**config.mk**
```make
export PLATFORM = sky130hd
export DESIGN_NAME = pad_input_conditioner_flat
export DESIGN_NICKNAME = d
export VERILOG_FILES = /design/src/rtl/pad_input_conditioner_if.sv /design/src/rtl/pad_input_conditioner.sv /design/src/flat_wrapper.sv
export SDC_FILE = /design/constraint.sdc
export NUM_CORES = 2
export LEC_CHECK = 0
export ABC_AREA = 1
export BUFFER_PORTS_ARGS = -buffer_cell sky130_fd_sc_hd__buf_4
export CORE_ASPECT_RATIO = 0.6
export CORE_MARGIN = 4
export CORE_UTILIZATION = 55
export CTS_BUF_LIST = sky130_fd_sc_hd__clkbuf_8
export CTS_CLUSTER_SIZE = 25
export DETAILED_ROUTE_END_ITERATION = 8
export PLACE_DENSITY_LB_ADDON = 0.08
export SETUP_SLACK_MARGIN = 0.3
export SLEW_MARGIN = 20
export SYNTH_ARGS = -nofsm -noshare
export SYNTH_HDL_FRONTEND = slang
export SYNTH_SLANG_ARGS = --single-unit
export TNS_END_PERCENT = 10
```
**constraint.sdc**
```tcl
create_clock -name clk_i -period 4.41 [get_ports clk_i]
set_clock_uncertainty 0.1 [all_clocks]
set_input_delay 0.882 -clock clk_i [delete_from_list [all_inputs] [get_ports clk_i]]
set_output_delay 0.882 -clock clk_i [all_outputs]
set_load 0.02 [all_outputs]
```
**src/rtl/pad_input_conditioner_if.sv**
```systemverilog
// Pad-frame to SoC conditioning bus: raw pad data and per-pad controls in,
// conditioned values, sticky edge events and the aggregated interrupt out.
interface pad_input_conditioner_if #(
  parameter int unsigned N_IO       = 61,
  parameter int unsigned DEBOUNCE_W = 8
);
  logic [N_IO-1:0]       io_in_i;
  logic [N_IO-1:0]       filt_en_i;
  logic [N_IO-1:0][1:0]  edge_mode_i;
  logic [DEBOUNCE_W-1:0] debounce_len_i;
  logic [N_IO-1:0]       event_clr_i;
  logic [N_IO-1:0]       irq_mask_i;
  logic [N_IO-1:0]       io_in_o;
  logic [N_IO-1:0]       event_o;
  logic                  irq_o;

  modport master (
    output io_in_i, filt_en_i, edge_mode_i, debounce_len_i, event_clr_i, irq_mask_i,
    input  io_in_o, event_o, irq_o
  );

  modport slave (
    input  io_in_i, filt_en_i, edge_mode_i, debounce_len_i, event_clr_i, irq_mask_i,
    output io_in_o, event_o, irq_o
  );
endinterface

```
**src/rtl/pad_input_conditioner.sv**
```systemverilog
// Per-pad input conditioning: synchroniser, optional debounce filter, edge
// detection into sticky event flags, and a masked OR-reduced interrupt.
module pad_input_conditioner #(
  parameter int unsigned N_IO        = 61,
  parameter int unsigned SYNC_STAGES = 2,
  parameter int unsigned DEBOUNCE_W  = 8
) (
  input  logic                     clk_i,
  input  logic                     rst_ni,
  pad_input_conditioner_if.slave   bus
);

  logic [N_IO-1:0]       sync_q [SYNC_STAGES];
  logic [N_IO-1:0]       s;
  logic [N_IO-1:0]       filt_q, filt_d;
  logic [N_IO-1:0]       prev_q;
  logic [N_IO-1:0]       event_q, event_d;
  logic [N_IO-1:0]       hit;
  logic [DEBOUNCE_W-1:0] cnt_q [N_IO];
  logic [DEBOUNCE_W-1:0] cnt_d [N_IO];
  logic [DEBOUNCE_W-1:0] len_m1;
  logic                  len_zero;

  assign s        = sync_q[SYNC_STAGES-1];
  assign len_zero = (bus.debounce_len_i == '0);
  assign len_m1   = bus.debounce_len_i - DEBOUNCE_W'(1);

  always_comb begin
    filt_d = filt_q;
    for (int i = 0; i < N_IO; i++) begin
      cnt_d[i] = '0;
      if (!bus.filt_en_i[i] || len_zero) begin
        filt_d[i] = s[i];
      end else if (s[i] != filt_q[i]) begin
        // >= so that shrinking the threshold mid-count still lets the update through
        if (cnt_q[i] >= len_m1) begin
          filt_d[i] = s[i];
        end else begin
          cnt_d[i] = cnt_q[i] + DEBOUNCE_W'(1);
        end
      end
    end
  end

  always_comb begin
    hit = '0;
    for (int i = 0; i < N_IO; i++) begin
      hit[i] = (bus.edge_mode_i[i][0] & filt_q[i] & ~prev_q[i]) |
               (bus.edge_mode_i[i][1] & ~filt_q[i] & prev_q[i]);
    end
    // Set wins over a simultaneous clear
    event_d = (event_q & ~bus.event_clr_i) | hit;
  end

  always_ff @(posedge clk_i or negedge rst_ni) begin
    if (!rst_ni) begin
      for (int k = 0; k < SYNC_STAGES; k++) begin
        sync_q[k] <= '0;
      end
      for (int i = 0; i < N_IO; i++) begin
        cnt_q[i] <= '0;
      end
      filt_q  <= '0;
      prev_q  <= '0;
      event_q <= '0;
    end else begin
      sync_q[0] <= bus.io_in_i;
      for (int k = 1; k < SYNC_STAGES; k++) begin
        sync_q[k] <= sync_q[k-1];
      end
      for (int i = 0; i < N_IO; i++) begin
        cnt_q[i] <= cnt_d[i];
      end
      filt_q  <= filt_d;
      prev_q  <= filt_q;
      event_q <= event_d;
    end
  end

  assign bus.io_in_o = filt_q;
  assign bus.event_o = event_q;
  assign bus.irq_o   = |(event_q & bus.irq_mask_i);

endmodule

```
**src/flat_wrapper.sv**
```systemverilog
// flat-port wrapper written by rule: the top's interface ports become plain ports
module pad_input_conditioner_flat 
#(
  parameter int unsigned N_IO        = 61,
  parameter int unsigned SYNC_STAGES = 2,
  parameter int unsigned DEBOUNCE_W  = 8
)
  (clk_i, rst_ni, bus_io_in_i, bus_filt_en_i, bus_edge_mode_i, bus_debounce_len_i, bus_event_clr_i, bus_irq_mask_i, bus_io_in_o, bus_event_o, bus_irq_o);
  pad_input_conditioner_if #(.N_IO(N_IO), .DEBOUNCE_W(DEBOUNCE_W)) bus_i ();
  input  logic clk_i;
  input  logic rst_ni;
  input wire logic [$bits(bus_i.io_in_i)-1:0] bus_io_in_i;
  input wire logic [$bits(bus_i.filt_en_i)-1:0] bus_filt_en_i;
  input wire logic [$bits(bus_i.edge_mode_i)-1:0] bus_edge_mode_i;
  input wire logic [$bits(bus_i.debounce_len_i)-1:0] bus_debounce_len_i;
  input wire logic [$bits(bus_i.event_clr_i)-1:0] bus_event_clr_i;
  input wire logic [$bits(bus_i.irq_mask_i)-1:0] bus_irq_mask_i;
  output wire logic [$bits(bus_i.io_in_o)-1:0] bus_io_in_o;
  output wire logic [$bits(bus_i.event_o)-1:0] bus_event_o;
  output wire logic [$bits(bus_i.irq_o)-1:0] bus_irq_o;
  assign bus_i.io_in_i = bus_io_in_i;
  assign bus_i.filt_en_i = bus_filt_en_i;
  assign bus_i.edge_mode_i = bus_edge_mode_i;
  assign bus_i.debounce_len_i = bus_debounce_len_i;
  assign bus_i.event_clr_i = bus_event_clr_i;
  assign bus_i.irq_mask_i = bus_irq_mask_i;
  assign bus_io_in_o = bus_i.io_in_o;
  assign bus_event_o = bus_i.event_o;
  assign bus_irq_o = bus_i.irq_o;
  pad_input_conditioner #(.N_IO(N_IO), .SYNC_STAGES(SYNC_STAGES), .DEBOUNCE_W(DEBOUNCE_W)) u_core (.clk_i(clk_i), .rst_ni(rst_ni), .bus(bus_i));
endmodule
```
-- Yosys cells after proc, flatten, opt, wreduce, memory -nomap -nowiden
Cells that the tools add are included.
- order comparisons: 61
- bitwise gates (word level): 431
- reduce and logical (&&, ||, !) cells: 307
- $add $sub $neg: 62
- muxes and demuxes: 366
- eq/ne operators: 61
- operators by type and width (operator ; count):
    8-bit two-way mux ; 183
    8-bit by 1-bit adder with 8-bit output, second input constant ; 61
    8-bit greater-or-equal comparator ; 61
    1-bit AND ; 244
    2-bit nonzero test ; 122
    1-bit two-way mux ; 183
    61-bit AND ; 2
    1-bit NOT ; 122
    2-bit AND reduction ; 61
    1-bit zero test ; 61
    1-bit logical OR ; 61
    1-bit inequality test ; 61
    61-bit NOT ; 1
    1-bit bitwise OR ; 61
    61-bit bitwise OR ; 1
    61-bit OR reduction ; 1
    8-bit zero test ; 1
    8-bit by 1-bit subtractor with 8-bit output, second input constant ; 1
- bits of input ports: 376
- output and inout port bits: 123
- bits in registers: 793
- logic and storage cells: 1414

-- Logic depth before layout (Yosys ltp)
- depth in word-level cells: 5
- mapped depth: 16
- depth with buffers taken out: 16

-- Worst setup path after synthesis
OpenSTA, ideal clock, no wires.
- path kind: input port to flip-flop
- from: in bus_debounce_len_i[0]
- to: reg u_core.filt_q[49], in the netlist u_core.bus.io_in_o[49]
- setup time: 117 ps
- data required time: 4193 ps
- path buffers: 0
- slack: -1759 ps
- stages: 14
- arrival time: 5951 ps
- path through: inv_1 -> ha_1 -> xnor2_1 -> ha_1 -> nand2_1 -> nand2_1 -> nand2_1 -> nand2_1 -> nand2_1 -> nand2_1 -> nand2_1 -> nand2_2 -> nand2_1 -> nand2_1
- cells in the longest elaborated chain, start to end: 4
- elaborated cells between the ends (all ways): 8
- classes of those cells: add/sub (1); order compare (1); mux (1); reduce/logical (5)
- ends and longest elaborated chain (what ; RTL line ; source):
    start, declared ; flat_wrapper.sv:15 ; input wire logic [$bits(bus_i.debounce_len_i)-1:0] bus_debounce_len_i;
    8-bit by 1-bit subtractor with 8-bit output or 8-bit zero test (tied branches) ; pad_input_conditioner.sv:26, pad_input_conditioner.sv:25 ;
    8-bit greater-or-equal comparator or 1-bit logical OR (tied branches) ; pad_input_conditioner.sv:36, pad_input_conditioner.sv:32 ;
    2-bit nonzero test (no source line) ; - ;
    2-bit AND reduction (no source line) ; - ;
    end signal, assigned ; pad_input_conditioner.sv:74 ; filt_q <= filt_d;
    end, declared ; pad_input_conditioner.sv:15 ; logic [N_IO-1:0] filt_q, filt_d;
Parallel ways exist; a longest one is shown, timed or not.
A chain may end at the register's enable or synchronous reset.

-- Final worst setup path
- from: reg u_core.event_q[34], in the netlist u_core.bus.event_o[34]
- to: out bus_irq_o
- cells in the longest elaborated chain, start to end: 2
- ends and longest elaborated chain (what ; RTL line ; source):
    start, declared ; pad_input_conditioner.sv:17 ; logic [N_IO-1:0] event_q, event_d;
    start signal, assigned ; pad_input_conditioner.sv:76 ; event_q <= event_d;
    61-bit AND ; pad_input_conditioner.sv:82 ; assign bus.irq_o = |(event_q & bus.irq_mask_i);
    61-bit OR reduction ; pad_input_conditioner.sv:82 ;
    end, declared ; flat_wrapper.sv:20 ; output wire logic [$bits(bus_i.irq_o)-1:0] bus_irq_o;
No other way between the ends.

==> results.md <==
- Status: finished clean
- Vias: ~37000
- DRT iter0 DRCs: ~2300
- Die width: 376 um
- Post-layout min period: 3.62 ns
- DP HPWL: 82900 um
- Hold slack: 0.0857 ns
- Synth warn: 0
- Largest family of logic cells by synthesized area: simple AND/OR/NAND/NOR gates
- Compound-gate portion of the synthesized area: 0.0258
- Top FF cell, synth: dfrtp_1
- Max-slew violation count: 0
- Worst EP required: 3.43 ns
- Part of the Yosys area used for sequential elements: 0.443
- Unrepaired setup endpoints after global routing: false
- Die area: 86200 sq um
- Mapped cell area: about 45000 sq um
- Max clock buf depth: 3
- Netlist cell types: 28
- Simple-gate portion of the synthesized area: 0.287
- Syn Inst Count: 5574
- Final Hold Viols: 0
- Endpoints failing setup: 0
- GRT Total Usage: 0.274
- CTS tree: built
- Synthesis-to-finish area growth: 18.3%
- Adder-cell share of the synthesized area: 0.103
- Final non-filler cell area: 53000 sq um
- Top post-synthesis cells by count: 1457 x nand2_1, 879 x inv_1, 793 x dfrtp_1, 728 x nor2_1, 451 x nand3_1
- Initial antenna violation count: 15
- Hold WC Path Type: in -> reg
- Postcts setup bufs: 0
- Number of flops mapped to enable cells by yosys: 0
- Number of max-cap violations: 0
- Number of global-route vias before repair: roughly 36000
- Setup_tns: 0 ns
- Grt total ovfl: 0
- Proportion of synthesized area in mux cells: 0
- Worst-Margin Slew: a little over 1 ns
- Post-detailed-route count of antenna-violating nets: 0
- Worst setup SP type: flop
- Die height: 229 um
- I/O pins: 499
- Clk_lat worst skew: 0.80 ns
- Async S/R FF share, synth: 1.00
- Worst Hold Depth: 1
- Peak fanout along the critical path: 3
- CTS root buffer: clkbuf_8
- WP data arrival: 2.63 ns
- Wirelength per Cell: between 15 and 20 um
- Area share of xor/xnor cells in the synthesized design: 0.0618
- WL final: approximately 120000 um
- Total Power: 17.1 mW
- Crit path capture type: primary output
- Worst slew margin: 0.327
- First-pass GRT wire length: 189000 um
- Largest net degree at the start of global routing: between 90 and 100
- Syn Nets: 6318
- Layout cells sized above 1: 0.137
- Worst R2R Path Depth: 15
- Clock transition at path regs: 0.06 ns
- Clock Sinks: 793
- Num rows: 80
- H-tree depth: 3
- Cell taking the most area after synthesis: dfrtp_1
- Top cells by area, synth: dfrtp_1 44%, nand2_1 12%, ha_1 10%
- Placer Congestion: 0.870
- Yosys reg bits: 793
- Kind of critical path: reg -> out
- P per Cell Area: 323 nW/um^2
- Cts bufs inserted: 120
- Post-synth top area share: 0.443
- Port Buffers: 498
- Fmax: 277 MHz
- Synthesized area per cell: 8.03 sq um
- Placed Area: slightly above 50000 sq um
- Vias per cell: 5.04
- Leak pwr: about 27 nW
- Drt pass-1 iters: 5
- Initial Util: 0.559
- Core box area: 80100 sq um
- Filler Cell Count: 6829
- Peak VDD IR: roughly 0.32 mV
- Nets@finish: between 6000 and 7000
- # DRC: 0
- Cell with the most instances after synthesis: nand2_1
- Period utilization: 0.820
stage by stage:
| step | std cells | util | setup slack (ns) |
|---|---|---|---|
| 2_1_floorplan | 5574 | - | 0.147 |
| 3_3_place_gp | 7134 | 0.629 | 0.746 |
| 3_5_place_dp | 7134 | 0.629 | 0.698 |
| 4_1_cts | 7356 | 0.661 | 0.656 |
| 5_1_grt | 7360 | 0.661 | 0.576 |
| 6_report | 7364 | 0.661 | 0.795 |
path summary, 6_finish.rpt:
| path | startpoint | end | slack (ns) |
|---|---|---|---|
| min in group asynchronous | rst_ni | u_core.prev_q[55]$_DFF_PN0_ | 0.58 |
| min | bus_io_in_i[52] | u_core.sync_q[113]$_DFF_PN0_ | 0.09 |
| max | u_core.bus.event_o[34]$_DFF_PN0_ | bus_irq_o | 0.79 |
| max in group asynchronous | rst_ni | u_core.prev_q[19]$_DFF_PN0_ | 2.56 |
| min reg2reg | u_core.sync_q[79]$_DFF_PN0_ | u_core.s[18]$_DFF_PN0_ | 0.24 |
| max reg2reg | u_core.cnt_q[64]$_DFF_PN0_ | u_core.cnt_q[65]$_DFF_PN0_ | 2.53 |
kinds of logic (layout without fill, tap and decap cells):
| family | after synthesis | count (layout) |
|---|---|---|
| simple gates | 2980 | 2980 |
| other cells | 0 | 8 |
| compound gates | 182 | 182 |
| xor+xnor | 316 | 316 |
| flops | 793 | 793 |
| buf+inv | 935 | 1651 |
| fa+ha+maj | 368 | 368 |
flip-flops by register name, indices dropped and copies added, names as in the netlist:
register,flops
u_core.prev_q,61
u_core.sync_q,61
u_core.bus.event_o,61
u_core.s,61
u_core.bus.io_in_o,61
u_core.cnt_q,488
per-layer routing:
metal	up-vias	global-route usage	wire length, um
met4	12	0.0934	3770
met1	17200	0.401	56200
met5	-	0	56
li1	18700	-	-
met3	238	0.0583	7750
met2	934	0.407	51100
cells in the final DEF (no fill, tap or decap), types with 112 or more instances in the layout:
cell	count
nand2_1	1454
nand3_1	451
buf_4	533
nor2_1	728
dfrtp_1	793
clkbuf_8	159
nand3b_1	126
o21ai_0	112
ha_1	365
inv_1	910
xor2_1	280
critical path: stages, from the launching register on:
cell and delay [ns]:
dfrtp_1 0.47, nand2_1 0.10, nand4_1 0.32, nor4_1 0.41, buf_4 0.19, nand2_1 0.05, nand3b_1 0.15, buf_4 0.17
area by class of cell:
class	instances	area (sq um)	share of cell area
sequential	793	19800	0.375
clock inverter	62	404	0.00763
inverter	879	3310	0.0625
clock buffer	159	2190	0.0413
timing repair buffer	551	4350	0.0821
antenna	8	20.0	0.000378
multi-input combinational	3846	21500	0.406
tap	1066	1330	0.0252
timing repair:
action	4_1_cts	5_1_grt
hold buffers	1	0
hold endpoints to repair	15	0
resized for setup	0	0
report_power, final:
| group | leakage [nW] | internal, mW | switching (mW) | total [mW] |
|---|---|---|---|---|
| Sequential | 10.4 | 7.63 | 0.398 | 8.02 |
| Clock | 1.47 | 3.50 | 2.98 | 6.49 |
| Combinational | 15.2 | 1.02 | 1.60 | 2.62 |
| Total | 27.1 | 12.1 | 4.98 | 17.1 |
Note: power is estimated with default switching activity, not from simulation.
